## config.mk

```make
export PLATFORM = sky130hd
export DESIGN_NAME = lorenz_deriv_engine
export DESIGN_NICKNAME = d
export VERILOG_FILES = /design/src/rtl/lorenz_pkg.sv /design/src/rtl/lorenz_deriv_engine_fx_mul_q.sv /design/src/rtl/lorenz_deriv_engine.sv
export SDC_FILE = /design/constraint.sdc
export NUM_CORES = 2
export LEC_CHECK = 0
export ABC_AREA = 1
export CORE_ASPECT_RATIO = 1.1
export CORE_MARGIN = 5
export CORE_UTILIZATION = 61
export DETAILED_ROUTE_END_ITERATION = 10
export GPL_ROUTABILITY_DRIVEN = 0
export PLACE_DENSITY_LB_ADDON = 0.25
export SLEW_MARGIN = 30
export SYNTH_ARGS = -nofsm -noshare
export SYNTH_HDL_FRONTEND = slang
export SYNTH_SLANG_ARGS = --single-unit
```

## constraint.sdc

```tcl
create_clock -name clk -period 9.8 [get_ports clk]
set_input_delay 1.47 -clock clk [delete_from_list [all_inputs] [get_ports clk]]
set_output_delay 1.47 -clock clk [all_outputs]
set_load 0.05 [all_outputs]
```

## src/rtl/lorenz_pkg.sv

```systemverilog
// Shared constants, FSM state type and WIDTH-reduction helpers for the Lorenz derivative engine.
// Build option LORENZ_SAT_EN selects saturating reduction; otherwise reductions wrap.
package lorenz_pkg;

    localparam int unsigned WIDTH    = 27;
    localparam int unsigned FRAC     = 20;
    localparam int unsigned DT_SHIFT = 8;
    localparam int unsigned PW       = 2 * WIDTH;
    localparam int unsigned DW       = WIDTH + 1;

    localparam logic signed [WIDTH-1:0] SIGMA_Q = WIDTH'(10485760);
    localparam logic signed [WIDTH-1:0] RHO_Q   = WIDTH'(29360128);
    localparam logic signed [WIDTH-1:0] BETA_Q  = WIDTH'(2796203);

    localparam logic signed [PW-1:0] RED_MAX = PW'(64'sd67108863);
    localparam logic signed [PW-1:0] RED_MIN = PW'(-64'sd67108864);

    typedef enum logic [2:0] {
        S_IDLE,
        S_M1,
        S_M2,
        S_M3,
        S_M4,
        S_WB
    } state_t;

    // Bring a wide signed value back to WIDTH bits.
    function automatic logic signed [WIDTH-1:0] reduce(input logic signed [PW-1:0] v);
`ifdef LORENZ_SAT_EN
        if (v > RED_MAX) begin
            return RED_MAX[WIDTH-1:0];
        end
        if (v < RED_MIN) begin
            return RED_MIN[WIDTH-1:0];
        end
        return v[WIDTH-1:0];
`else
        return v[WIDTH-1:0];
`endif
    endfunction

    // a - b evaluated one bit wider so the true difference exists before reduction.
    function automatic logic signed [WIDTH-1:0] sub_reduce(input logic signed [WIDTH-1:0] a,
                                                           input logic signed [WIDTH-1:0] b);
        logic signed [DW-1:0] d;
        d = DW'(a) - DW'(b);
        return reduce(PW'(d));
    endfunction

endpackage

```

## src/rtl/lorenz_deriv_engine_fx_mul_q.sv

```systemverilog
// Combinational signed Q6.20 multiply: full-width product, floor shift by FRAC, reduce to WIDTH.
module fx_mul_q
    import lorenz_pkg::*;
(
    input  logic signed [WIDTH-1:0] a,
    input  logic signed [WIDTH-1:0] b,
    output logic signed [WIDTH-1:0] p_c
);

    logic signed [PW-1:0] prod_c;

    assign prod_c = PW'(a) * PW'(b);
    assign p_c    = reduce(prod_c >>> FRAC);

endmodule

```

## src/rtl/lorenz_deriv_engine.sv

```systemverilog
// Lorenz derivative increments via one shared multiplier sequenced IDLE->M1..M4->WB.
// LORENZ_SAT_EN (see lorenz_pkg) switches every WIDTH reduction from wrap to saturate.
module lorenz_deriv_engine
    import lorenz_pkg::*;
(
    input  logic                    clk,
    input  logic                    reset,
    input  logic                    start,
    input  logic signed [WIDTH-1:0] x_in,
    input  logic signed [WIDTH-1:0] y_in,
    input  logic signed [WIDTH-1:0] z_in,
    output logic signed [WIDTH-1:0] dx_out,
    output logic signed [WIDTH-1:0] dy_out,
    output logic signed [WIDTH-1:0] dz_out,
    output logic                    busy,
    output logic                    done
);

    state_t                  state;
    logic signed [WIDTH-1:0] x_q, y_q, z_q;
    logic signed [WIDTH-1:0] p0, p1, p2, p3;
    logic signed [WIDTH-1:0] mul_a_c, mul_b_c, mul_p_c;
    logic signed [WIDTH-1:0] dy_diff_c, dz_diff_c;

    // Operand steering for the single multiplier.
    always_comb begin
        mul_a_c = '0;
        mul_b_c = '0;
        case (state)
            S_M1: begin
                mul_a_c = SIGMA_Q;
                mul_b_c = sub_reduce(y_q, x_q);
            end
            S_M2: begin
                mul_a_c = x_q;
                mul_b_c = sub_reduce(RHO_Q, z_q);
            end
            S_M3: begin
                mul_a_c = x_q;
                mul_b_c = y_q;
            end
            S_M4: begin
                mul_a_c = BETA_Q;
                mul_b_c = z_q;
            end
            default: begin
                mul_a_c = '0;
                mul_b_c = '0;
            end
        endcase
    end

    fx_mul_q u_mul (
        .a   (mul_a_c),
        .b   (mul_b_c),
        .p_c (mul_p_c)
    );

    assign dy_diff_c = sub_reduce(p1, y_q);
    assign dz_diff_c = sub_reduce(p2, p3);

    always_ff @(posedge clk) begin
        if (!reset) begin
            state  <= S_IDLE;
            x_q    <= '0;
            y_q    <= '0;
            z_q    <= '0;
            p0     <= '0;
            p1     <= '0;
            p2     <= '0;
            p3     <= '0;
            dx_out <= '0;
            dy_out <= '0;
            dz_out <= '0;
            busy   <= 1'b0;
            done   <= 1'b0;
        end else begin
            done <= 1'b0;
            case (state)
                S_IDLE: begin
                    if (start) begin
                        x_q   <= x_in;
                        y_q   <= y_in;
                        z_q   <= z_in;
                        busy  <= 1'b1;
                        state <= S_M1;
                    end
                end
                S_M1: begin
                    p0    <= mul_p_c;
                    state <= S_M2;
                end
                S_M2: begin
                    p1    <= mul_p_c;
                    state <= S_M3;
                end
                S_M3: begin
                    p2    <= mul_p_c;
                    state <= S_M4;
                end
                S_M4: begin
                    p3    <= mul_p_c;
                    state <= S_WB;
                end
                S_WB: begin
                    dx_out <= p0 >>> DT_SHIFT;
                    dy_out <= dy_diff_c >>> DT_SHIFT;
                    dz_out <= dz_diff_c >>> DT_SHIFT;
                    done   <= 1'b1;
                    busy   <= 1'b0;
                    state  <= S_IDLE;
                end
                default: begin
                    busy  <= 1'b0;
                    state <= S_IDLE;
                end
            endcase
        end
    end

endmodule
```

==> summary.txt <==
Power
  • Maximum VDD drop: 0.174 mV
  • Clock network power share: 0.120
  • Internal: 3.97 mW
  • Power per Cell Area: 225 nW/um^2
  • Sw power: 5.38 mW
  • Flop pwr share: 0.139
  • Switch share: 0.575
  • Lkg Pwr: 21.6 nW
  • Combinational share of power: 0.741

Synth
  • Post-synth top flop: dfxtp_1
  • Async SR Flop Fraction: 0
  • Count of cell types in the netlist: 59
  • Syn_area_per_cell: 7.56 sq um
  • Post-synthesis instance total: 5036
  • Post-synthesis sequential element count: 243
  • Sequential fraction of the synthesis area: 0.128
  • Synthesized area: 38100 sq um
  • Post-synth EDFFs: 0
  • Synthesis warning total: 0
  • Synthesized Nets: 6025

Setup path
  • Slowest CP cell: nand3_1
  • Max incr delay on CP: 0.69 ns
  • RR Endpoint: p0[20]
  • Critical Path Fanout Max: 12
  • RR Startpoint: z_q[0]
  • Setup Crit Path Kind: flip-flop to flip-flop
  • CP Capture Type: flip-flop
  • CP required: 10.29 ns
  • Critical path's most frequent cell: inv_1
  • CP top delay family: adder cells
  • Worst path bufs/invs: 11
  • FF-to-FF path depth: 35
  • R2R Setup Slk: 0.30 ns
  • Crit path arrival time: 9.99 ns
  • Crit start category: flip-flop

Global routing
  • GRT overflow: 0
  • Global-route wire length before repair: 192000 um
  • Largest net degree at the start of global routing: 105
  • Vias in the first global route: 35300
  • Initial antenna violation count: 1
  • Global Route Usage Sum: 0.367

Final layout
  • Layout cells sized above 1: 0.0422
  • Area occupied by multi-input gates: 27700 sq um
  • Final net count: 6108
  • Filler cells: 5318
  • Area Growth Syn to Fin: 9.29%
  • Sequential cell area: 4860 sq um

Clocking
  • Max H-tree Level: 1
  • Sink Count: 243
  • Worst-path clk slew: 0.07 ns
  • Clock Tree Buf Depth: 3
  • CTS tree: done
  • Resized cells post-CTS: 0
  • TritonCTS buffer count: 26
  • CTS Root Cell: clkbuf_16
  • Post-CTS Setup Repair Bufs: 0
  • CTS Hold Buffers Added: 0
  • Insertion delay to the later sink of the worst-skew pair: 0.60 ns

Die
  • Die Wd: 248 um
  • Die Span Y: 272 um
  • Die area: 67500 sq um
  • Core area: 62100 sq um
  • Starting Density: 0.613
  • # IOs: 167
  • FP Rows: 96

Placed design
  • Final HPWL DP: 99700 um
  • IO buf count: 166

Worst hold path
  • Hold Crit Class: flip-flop to flip-flop
  • Hold depth: 2
  • Hold path start: p0[17]
  • Min-Delay Endpoint: dx_out[9]

Timing
  • Slew Limit Fails: 0
  • Hold slack: 0.489 ns
  • Final hold viol count: 0
  • Slew headroom: 0.349
  • Fmax achieved: 0.105 GHz
  • # setup viols final: 0
  • Worst-Margin Slew: 0.977 ns
  • Tcrit/Tclk final: 0.969
  • Setup TNS: 0 ns
  • Fin crit period: 9.50 ns
  • RSZ-0062 raised after global routing: false
  • Layout Skew: 0.0633 ns

Route
  • DRT Wirelength: 122000 um
  • Final antenna-violating net count: 0
  • Vias per std cell: 5.71
  • Vias after detailed routing: 34100
  • # DRC: 0
  • DR iter-0 viols: 3423
  • WL/cell: 20.3 um
  • Number of iterations in the first detailed-routing pass: 9

Status
  • Outcome: finished, final reports clean

Flow run
  • Max-cap violation count: 0
[through the flow]
step                worst slack [ns]  instances  power [mW]  utilization  instance area [sq um]
floorplan                       2.01       5036        5.64            -                  38100
global placement               0.805       5924        7.88        0.655                  40700
detailed placement             0.699       5924        7.92        0.655                  40700
CTS                            0.681       5971        9.14        0.670                  41600
global route                  0.0183       5971        10.0        0.670                  41600
finish                         0.301       5972        9.35        0.670                  41600
[cell usage after synthesis, drive strengths merged (27+ instances only)]
| library cell | count | area [sq um] |
|---|---|---|
| inv | 1226 | 4600 |
| o21ai | 241 | 1220 |
| fa | 683 | 13700 |
| ha | 222 | 2780 |
| nor2 | 489 | 1850 |
| o21bai | 27 | 210 |
| nand2 | 961 | 3630 |
| dfxtp | 243 | 4860 |
| o211ai | 40 | 300 |
| buf | 52 | 308 |
| nand3 | 182 | 921 |
| a21oi | 290 | 1480 |
| clkbuf | 155 | 582 |
[power by group through the flow]
stage | clock network [mW] | logic, mW | registers, mW
final | 1.12 | 6.93 | 1.30
after global routing | 1.17 | 7.53 | 1.30
after CTS | 1.13 | 6.71 | 1.29
after detailed placement | 0 | 6.61 | 1.31
after global placement | 0 | 6.57 | 1.31
after floorplan | 0 | 4.38 | 1.26
[metal layers]
metal  up-vias  global-route usage  wire, um
li1      15300                   -         -
met1     16300               0.448     42800
met2      1958               0.579     54900
met3       556              0.0877     13000
met4         2               0.243     10800
met5         -                   0         7
[layout make-up]
class                   instances  area share
well taps                     833      0.0250
diodes                          1   0.0000601
inverters                    1235       0.111
multi-input cells            3351       0.667
repair buffers                262      0.0572
flip-flops and latches        243       0.117
clock inverters                16     0.00577
clock buffers                  31      0.0170
[layout by cell type, fill, tap and decap left out, types with 4 or more instances in the layout]
cell type,n
fa_1,683
inv_2,15
o211ai_1,40
nor3_1,21
clkdlybuf4s50_1,165
nor4_1,4
xnor2_1,22
clkinv_1,9
bufinv_16,5
o221ai_1,20
o21bai_1,25
o21ai_0,223
inv_1,1210
o21ai_1,13
nand2_1,952
nor2_2,7
or2_2,9
nand2_2,8
o21a_1,22
a31oi_1,13
dfxtp_1,243
xor2_1,20
a21oi_1,285
a21o_1,4
o21ai_2,4
clkbuf_8,4
o221a_2,5
ha_1,222
nand4_1,21
nand3b_1,7
a21oi_2,4
o22ai_1,17
clkinvlp_4,4
clkbuf_16,26
buf_4,97
nand3_1,179
nor2_1,482
[worst min-delay path: stages (launching register included)]
cell	delay, ns
dfxtp_1	0.33
nor2_1	0.05
nor2_1	0.08
[worst max-delay path by stage]
stage          endpoint    from  cells past startpoint  slack [ns]
3_5_place_dp     p0[26]  x_q[0]                     36        0.70
6_report         p0[20]  z_q[0]                     35        0.30
2_1_floorplan    p3[23]  x_q[0]                     41        2.01
3_3_place_gp     p0[26]  x_q[0]                     36        0.80
5_1_grt           p3[9]  z_q[0]                     40        0.02
4_1_cts          p1[26]  x_q[0]                     42        0.68
[sequential cells by signal, summed over array words and instances (netlist names), 3 cells and up]
name	flops
state	3
p0	19
dy_out	19
p1	27
z_q	27
y_q	27
dx_out	19
dz_out	19
x_q	27
p3	27
p2	27
[kinds of logic (layout without fill, tap and decap cells)]
logic type               Yosys count  after routing  synth area share
AO/OA/AOI/OAI                    694            694             0.104
buffers and inverters           1442           1544             0.145
adder cells (fa/ha/maj)          905            905             0.432
other                              0              1                 0
XOR/XNOR                          46             46            0.0110
flip-flops                       243            243             0.128
AND/OR/NAND/NOR                 1706           1706             0.180
Power figures use the tool's default switching activity.
